$ cat src/rtl/saa_pkg.sv
// saa_pkg: shared state encoding, latency formula and result-reduction helpers for the systolic engine
package saa_pkg;
  typedef enum logic [2:0] {IDLE, LOAD, COMPUTE, WRITE, DONE} state_t;
  function automatic int latency(input int n);
    return 3 * n * n + 3 * n - 1;
  endfunction
  function automatic logic signed [63:0] saturate(input logic signed [63:0] v, input int w);
    logic signed [63:0] hi, lo;
    hi = (64'sd1 <<< (w - 1)) - 64'sd1;
    lo = -hi - 64'sd1;
    return v > hi ? hi : v < lo ? lo : v;
  endfunction
  function automatic logic signed [63:0] truncate(input logic signed [63:0] v, input int w);
    return v & ((64'sd1 <<< w) - 64'sd1);
  endfunction
endpackage

$ cat src/rtl/mac_pe.sv
// mac_pe: one systolic cell, forwards a right and b down, accumulates signed a*b
module mac_pe #(
  parameter int DATA_W = 8,
  parameter int ACC_W  = 19
) (
  input  logic                     clk,
  input  logic                     rst,
  input  logic                     clr,
  input  logic                     en,
  input  logic signed [DATA_W-1:0] a_in,
  input  logic signed [DATA_W-1:0] b_in,
  output logic signed [DATA_W-1:0] a_out,
  output logic signed [DATA_W-1:0] b_out,
  output logic signed [ACC_W-1:0]  acc
);
  logic signed [2*DATA_W-1:0] prod;
  assign prod = a_in * b_in;
  always_ff @(posedge clk) begin
    if (rst || clr) begin
      a_out <= '0;
      b_out <= '0;
      acc   <= '0;
    end else if (en) begin
      a_out <= a_in;
      b_out <= b_in;
      acc   <= acc + ACC_W'(prod);
    end
  end
endmodule

$ cat src/rtl/systolic_mm_engine.sv
// systolic_mm_engine: NxN output-stationary C = A x B over a shared word memory.
// Define SATURATE_EN to clamp results on write-back instead of truncating them.
module systolic_mm_engine
  import saa_pkg::*;
#(
  parameter int N      = 5,
  parameter int DATA_W = 8,
  parameter int ADDR_W = 8,
  parameter int ACC_W  = 2 * DATA_W + $clog2(N)
) (
  input  logic              clk,
  input  logic              rst,
  input  logic              init,
  input  logic [ADDR_W-1:0] base_address_A,
  input  logic [ADDR_W-1:0] base_address_B,
  input  logic [ADDR_W-1:0] base_address_C,
  output logic              complete,
  output logic [ADDR_W-1:0] mem_addr,
  output logic              mem_rd_en,
  input  logic [DATA_W-1:0] mem_rdata,
  output logic              mem_wr_en,
  output logic [DATA_W-1:0] mem_wdata
);
  localparam int NN = N * N;
  localparam int CW = $clog2(2 * NN + 1);
  state_t state, nxt;
  logic [CW-1:0] cnt;
  logic [ADDR_W-1:0] base_a, base_b, base_c, k_addr;
  logic signed [DATA_W-1:0] a_buf [NN];
  logic signed [DATA_W-1:0] b_buf [NN];
  logic signed [DATA_W-1:0] a_edge [N];
  logic signed [DATA_W-1:0] b_edge [N];
  logic signed [DATA_W-1:0] a_fwd [N][N];
  logic signed [DATA_W-1:0] b_fwd [N][N];
  logic signed [ACC_W-1:0] acc [NN];
  logic signed [63:0] wide, red;
  logic accept, load_last, comp_last, write_last, run;
  assign accept     = init && (state == IDLE || state == DONE);
  assign load_last  = state == LOAD && cnt == CW'(2 * NN);
  assign comp_last  = state == COMPUTE && cnt == CW'(3 * N - 3);
  assign write_last = state == WRITE && cnt == CW'(NN - 1);
  assign run        = state == COMPUTE;
  assign k_addr     = ADDR_W'(cnt);
  always_ff @(posedge clk) state <= rst ? IDLE : nxt;
  always_comb begin
    nxt = state;
    case (state)
      IDLE, DONE: nxt = init ? LOAD : state;
      LOAD:       nxt = load_last ? COMPUTE : LOAD;
      COMPUTE:    nxt = comp_last ? WRITE : COMPUTE;
      WRITE:      nxt = write_last ? DONE : WRITE;
      default:    nxt = IDLE;
    endcase
  end
  // each LOAD cycle captures the word requested on the previous one
  always_ff @(posedge clk) begin
    if (rst) begin
      cnt    <= '0;
      base_a <= '0;
      base_b <= '0;
      base_c <= '0;
      for (int k = 0; k < NN; k++) begin
        a_buf[k] <= '0;
        b_buf[k] <= '0;
      end
    end else begin
      cnt <= (nxt != state) ? '0 : cnt + 1'b1;
      if (accept) begin
        base_a <= base_address_A;
        base_b <= base_address_B;
        base_c <= base_address_C;
      end
      if (state == LOAD && cnt != '0) begin
        if (int'(cnt) <= NN) a_buf[int'(cnt) - 1] <= mem_rdata;
        else b_buf[int'(cnt) - 1 - NN] <= mem_rdata;
      end
    end
  end
  // skewed edge injection: row i lags by i cycles, column j by j cycles
  always_comb begin
    for (int i = 0; i < N; i++) begin
      a_edge[i] = '0;
      b_edge[i] = '0;
      if (run && int'(cnt) >= i && int'(cnt) - i < N) begin
        a_edge[i] = a_buf[i * N + int'(cnt) - i];
        b_edge[i] = b_buf[(int'(cnt) - i) * N + i];
      end
    end
  end
  for (genvar i = 0; i < N; i++) begin : g_row
    for (genvar j = 0; j < N; j++) begin : g_col
      logic signed [DATA_W-1:0] a_in, b_in;
      if (j == 0) begin : g_al
        assign a_in = a_edge[i];
      end else begin : g_ai
        assign a_in = a_fwd[i][j-1];
      end
      if (i == 0) begin : g_bt
        assign b_in = b_edge[j];
      end else begin : g_bi
        assign b_in = b_fwd[i-1][j];
      end
      mac_pe #(.DATA_W(DATA_W), .ACC_W(ACC_W)) u_pe (
        .clk(clk), .rst(rst), .clr(load_last), .en(run),
        .a_in(a_in), .b_in(b_in),
        .a_out(a_fwd[i][j]), .b_out(b_fwd[i][j]),
        .acc(acc[i * N + j])
      );
    end
  end
  always_comb begin
    wide = 64'(acc[state == WRITE ? int'(cnt) : 0]);
`ifdef SATURATE_EN
    red = saturate(wide, DATA_W);
`else
    red = truncate(wide, DATA_W);
`endif
    complete  = state == DONE;
    mem_rd_en = state == LOAD && int'(cnt) < 2 * NN;
    mem_wr_en = state == WRITE;
    mem_addr  = mem_rd_en ? (int'(cnt) < NN ? base_a + k_addr : base_b + k_addr - ADDR_W'(NN))
              : mem_wr_en ? base_c + k_addr : '0;
    mem_wdata = mem_wr_en ? red[DATA_W-1:0] : '0;
  end
endmodule

$ cat config.mk
export PLATFORM = sky130hd
export DESIGN_NAME = systolic_mm_engine
export DESIGN_NICKNAME = d
export VERILOG_FILES = /design/src/rtl/saa_pkg.sv /design/src/rtl/mac_pe.sv /design/src/rtl/systolic_mm_engine.sv
export SDC_FILE = /design/constraint.sdc
export NUM_CORES = 2
export LEC_CHECK = 0
export CAP_MARGIN = 20
export CORE_ASPECT_RATIO = 1.2
export CORE_MARGIN = 8
export CORE_UTILIZATION = 62
export DETAILED_ROUTE_END_ITERATION = 6
export GPL_TIMING_DRIVEN = 0
export PLACE_DENSITY = 0.82
export SYNTH_ARGS = -nofsm -noshare
export SYNTH_HDL_FRONTEND = slang
export SYNTH_SLANG_ARGS = --single-unit
$ cat constraint.sdc
create_clock -name clk -period 15 [get_ports clk]
set_input_delay 3 -clock clk [delete_from_list [all_inputs] [get_ports clk]]
set_output_delay 3 -clock clk [all_outputs]
set_load 0.005 [all_outputs]
==> flow_summary.yaml <==
synthesis:
  synth_cell_types: 87
  syn_area_per_cell_um2: 9.83
  syn-num-nets: 9062
  seq_area_frac_synth_pct: 33.6
  async_reset_ff_share_pct: 0
  synthFlopType: "dfxtp_1"
  yosysWarnings: 0
  ys_ff_latch: 1065
  synth_edf_count: 512
  syn_inst: 8016
  syn_area_um2: 78800
cts:
  clkLatencyLatePin_ns: 0.77
  clkSinkCount: 1065
  htree_levels: 3
  clockBufferDepth: 3
  tritoncts: "done"
  cts.clk_slew.worst_paths_ns: 0.07
  cts-root-buf: "clkbuf_16"
  hold_buffers: 0
  cts_resized: 0
  cts_made_buffers: 111
power_and_ir_drop:
  clkPwrFrac_pct: 41.2
  power_frac_comb_pct: 14.5
  p_seq_share_pct: 44.3
  intPower_mw: 5.03
  p_per_area_nw_per_um2: 81.9
  p_leak_nw: 35.4
  switchingPower_mw: 1.98
  swShare_pct: 28.3
  peakVddDrop_mv: 0.114
global_routing:
  antenna_found_initial: 10
  grt_pass1_wl_um: 418000
  grt_max_degree: 21
  track_usage_pct: 41.5
  grt_pass1_vias: 62600
  grt-ovfl-total: 0
floorplan:
  design.core.area_um2: 126000
  chipWidth_um: 341
  die-area_um2: 139000
  placementRows: 143
  start_util_pct: 62.4
  io_pins: 54
  die_h_um: 407
placement:
  place_ws_ns: 0.378
  port_buffers: 52
  gp_congestion: 1.04
  hpwl_um: 226000
timing:
  slew_headroom_pct: 9.54
  period_share_pct: 97.8
  finClkSkew_ns: 0.0389
  tns_ns: 0
  finalSetupViolations: 0
  rsz0062_at_grt: "no"
  setup_slack_ns: 0.326
  hold_viol_final: 0
  worst_pin_slew_ns: 1.36
  max_freq_mhz: 68.1
  maxSlewViolCount: 0
  whs_ns: 0.454
  period_minus_slack_ns: 14.67
finish:
  ff_latch_area_um2: 26400
  fillerInstances: 9896
  multi_input_comb_area_um2: 47100
  nets: 9261
  drive_above_1_share_pct: 7.54
  final_common_cell: "nand2_1"
  area_delta_synth_final_pct: 8.56
  fin_util_pct: 67.7
  mostFrequentLayoutCells: "nand2_1, inv_1, and2_1"
status:
  status: "finished clean"
worst_setup_path:
  start_kind: "register"
  critical-path-max-stage-delay_ns: 0.83
  end_kind: "register"
  cp_max_fo: 19
  required_ns: 15.63
  arrival_ns: 15.31
  cp_slowest_cell: "dfxtp_1"
  worstRegToRegCells: 43
  worstSetupPathType: "register to register"
drt:
  drt_iter0_markers: 6310
  vias_per_cell: 6.30
  totalWireLength_um: 291000
  post_drt_wl_per_cell_um: 29.2
  route.detailed.drc: 0
  vias: 62900
  first_pass_iters: 6
  antenna_left: 0
run:
  max-cap-violations: 0
min_path:
  min_path_cells: 2
  hold_path_class: "register to register"
==> through the flow <==
step | std cells | power [mW] | instance area, µm²
after floorplan | 8016 | 3.75 | 78800
final | 9980 | 7.01 | 85500
after CTS | 9963 | 6.93 | 85400
after detailed placement | 9758 | 4.14 | 81700
after global routing | 9974 | 7.10 | 85500
after global placement | 9735 | 4.12 | 81400
==> kinds of logic (layout without fill, tap and decap cells) <==
group                      count (synthesis)  count (layout)  synth area share (%)
DFF                                     1065            1065                  33.6
muxes                                    475             475                  11.2
adders and majority gates               1011            1011                  20.4
buffers and inverters                   1304            1595                  6.67
and+or+nand+nor                         2778            2778                  16.1
other                                      0               6                     0
AOI/OAI and AO/OA                        878             878                  6.40
xor gates and xnor gates                 505             505                  5.69
==> per-layer routing <==
layer | vias up | track usage [%] | wire [µm]
li1 | 26900 | - | -
met1 | 30700 | 45.4 | 94200
met2 | 3964 | 66.2 | 132000
met3 | 1312 | 8.95 | 28500
met4 | 4 | 40.7 | 36600
met5 | - | 0 | 21
==> flip-flops by register name, indices dropped and copies added, names as in the netlist <==
register                flops
a_buf                     256
b_buf                     256
g_row.g_col.u_pe.acc      200
g_row.g_col.u_pe.a_out    160
g_row.g_col.u_pe.b_out    160
base_a                      8
base_b                      8
base_c                      8
cnt                         6
state                       3
==> power by group through the flow <==
stage               clock network (mW)  registers [mW]  logic [mW]
finish                            2.89            3.11        1.02
floorplan                            0            3.16       0.588
CTS                               2.85            3.11       0.968
global route                      2.96            3.11        1.03
detailed placement                   0            3.17       0.965
global placement                     0            3.17       0.949
==> final cells by class <==
cell class,count,area share (%)
Antenna cell,6,0.0176
Multi-Input combinational cell,5647,55.1
Timing Repair Buffer,87,1.09
Sequential cell,1065,30.9
Buffer,421,2.27
Clock inverter,73,0.864
Tap cell,1667,2.44
Inverter,882,3.87
Clock buffer,132,3.46
==> worst max-delay path: cells and delay by family (launching register included) <==
family / cells / cell delay, ns
AOI/OAI and AO/OA: 5 / 1.35
buffers and inverters: 20 / 6.34
DFF: 1 / 0.83
and+or+nand+nor: 5 / 1.63
xor gates and xnor gates: 4 / 0.67
adders and majority gates: 9 / 3.59
==> worst paths after layout <==
check / startpoint / end / slack (ns)
setup / recovery: cnt[0]$_SDFF_PP0_ / g_row[0].g_col[1].u_pe.acc[7]$_SDFFE_PP0N_ / 0.33
hold / removal: g_row[0].g_col[1].u_pe.acc[3]$_SDFFE_PP0N_ / g_row[0].g_col[1].u_pe.acc[3]$_SDFFE_PP0N_ / 0.45
setup reg to reg: cnt[0]$_SDFF_PP0_ / g_row[0].g_col[1].u_pe.acc[7]$_SDFFE_PP0N_ / 0.33
hold reg to reg: g_row[0].g_col[1].u_pe.acc[3]$_SDFFE_PP0N_ / g_row[0].g_col[1].u_pe.acc[3]$_SDFFE_PP0N_ / 0.45
==> cells in the mapped netlist (5+ instances only) <==
cell type / instances / area (µm²)
nand2_1: 1573 / 5900
inv_1: 875 / 3280
and2_1: 703 / 4400
a21oi_1: 606 / 3030
ha_1: 556 / 6960
dfxtp_1: 553 / 11100
edfxtp_1: 512 / 15400
fa_1: 455 / 9110
xnor2_1: 389 / 3410
clkbuf_1: 322 / 1210
nor2_1: 287 / 1080
mux4_2: 232 / 5230
mux2i_1: 152 / 1520
xor2_1: 111 / 972
a211oi_1: 73 / 548
mux4_1: 68 / 1790
or2_2: 56 / 350
a21o_1: 46 / 345
nand3_1: 40 / 200
o21ai_0: 35 / 175
buf_2: 33 / 165
buf_1: 26 / 97.6
a22oi_1: 23 / 173
nor2b_1: 23 / 144
nor3_1: 23 / 115
mux2_2: 22 / 248
and3_1: 19 / 119
nand2b_1: 19 / 119
a311oi_1: 15 / 131
buf_6: 15 / 169
buf_4: 11 / 82.6
a31oi_1: 10 / 62.6
o22ai_1: 10 / 62.6
a21boi_0: 9 / 67.6
a22o_1: 6 / 52.6
buf_8: 6 / 90.1
buf_12: 5 / 100
nor4_1: 5 / 31.3
o2111ai_1: 5 / 43.8
or3_1: 5 / 31.3
==> timing repair <==
action,in CTS,in global routing
setup endpoints to repair,0,1
endpoints found under the hold margin,0,0
buffers inserted,0,0
(Power assumes the default switching activity.)
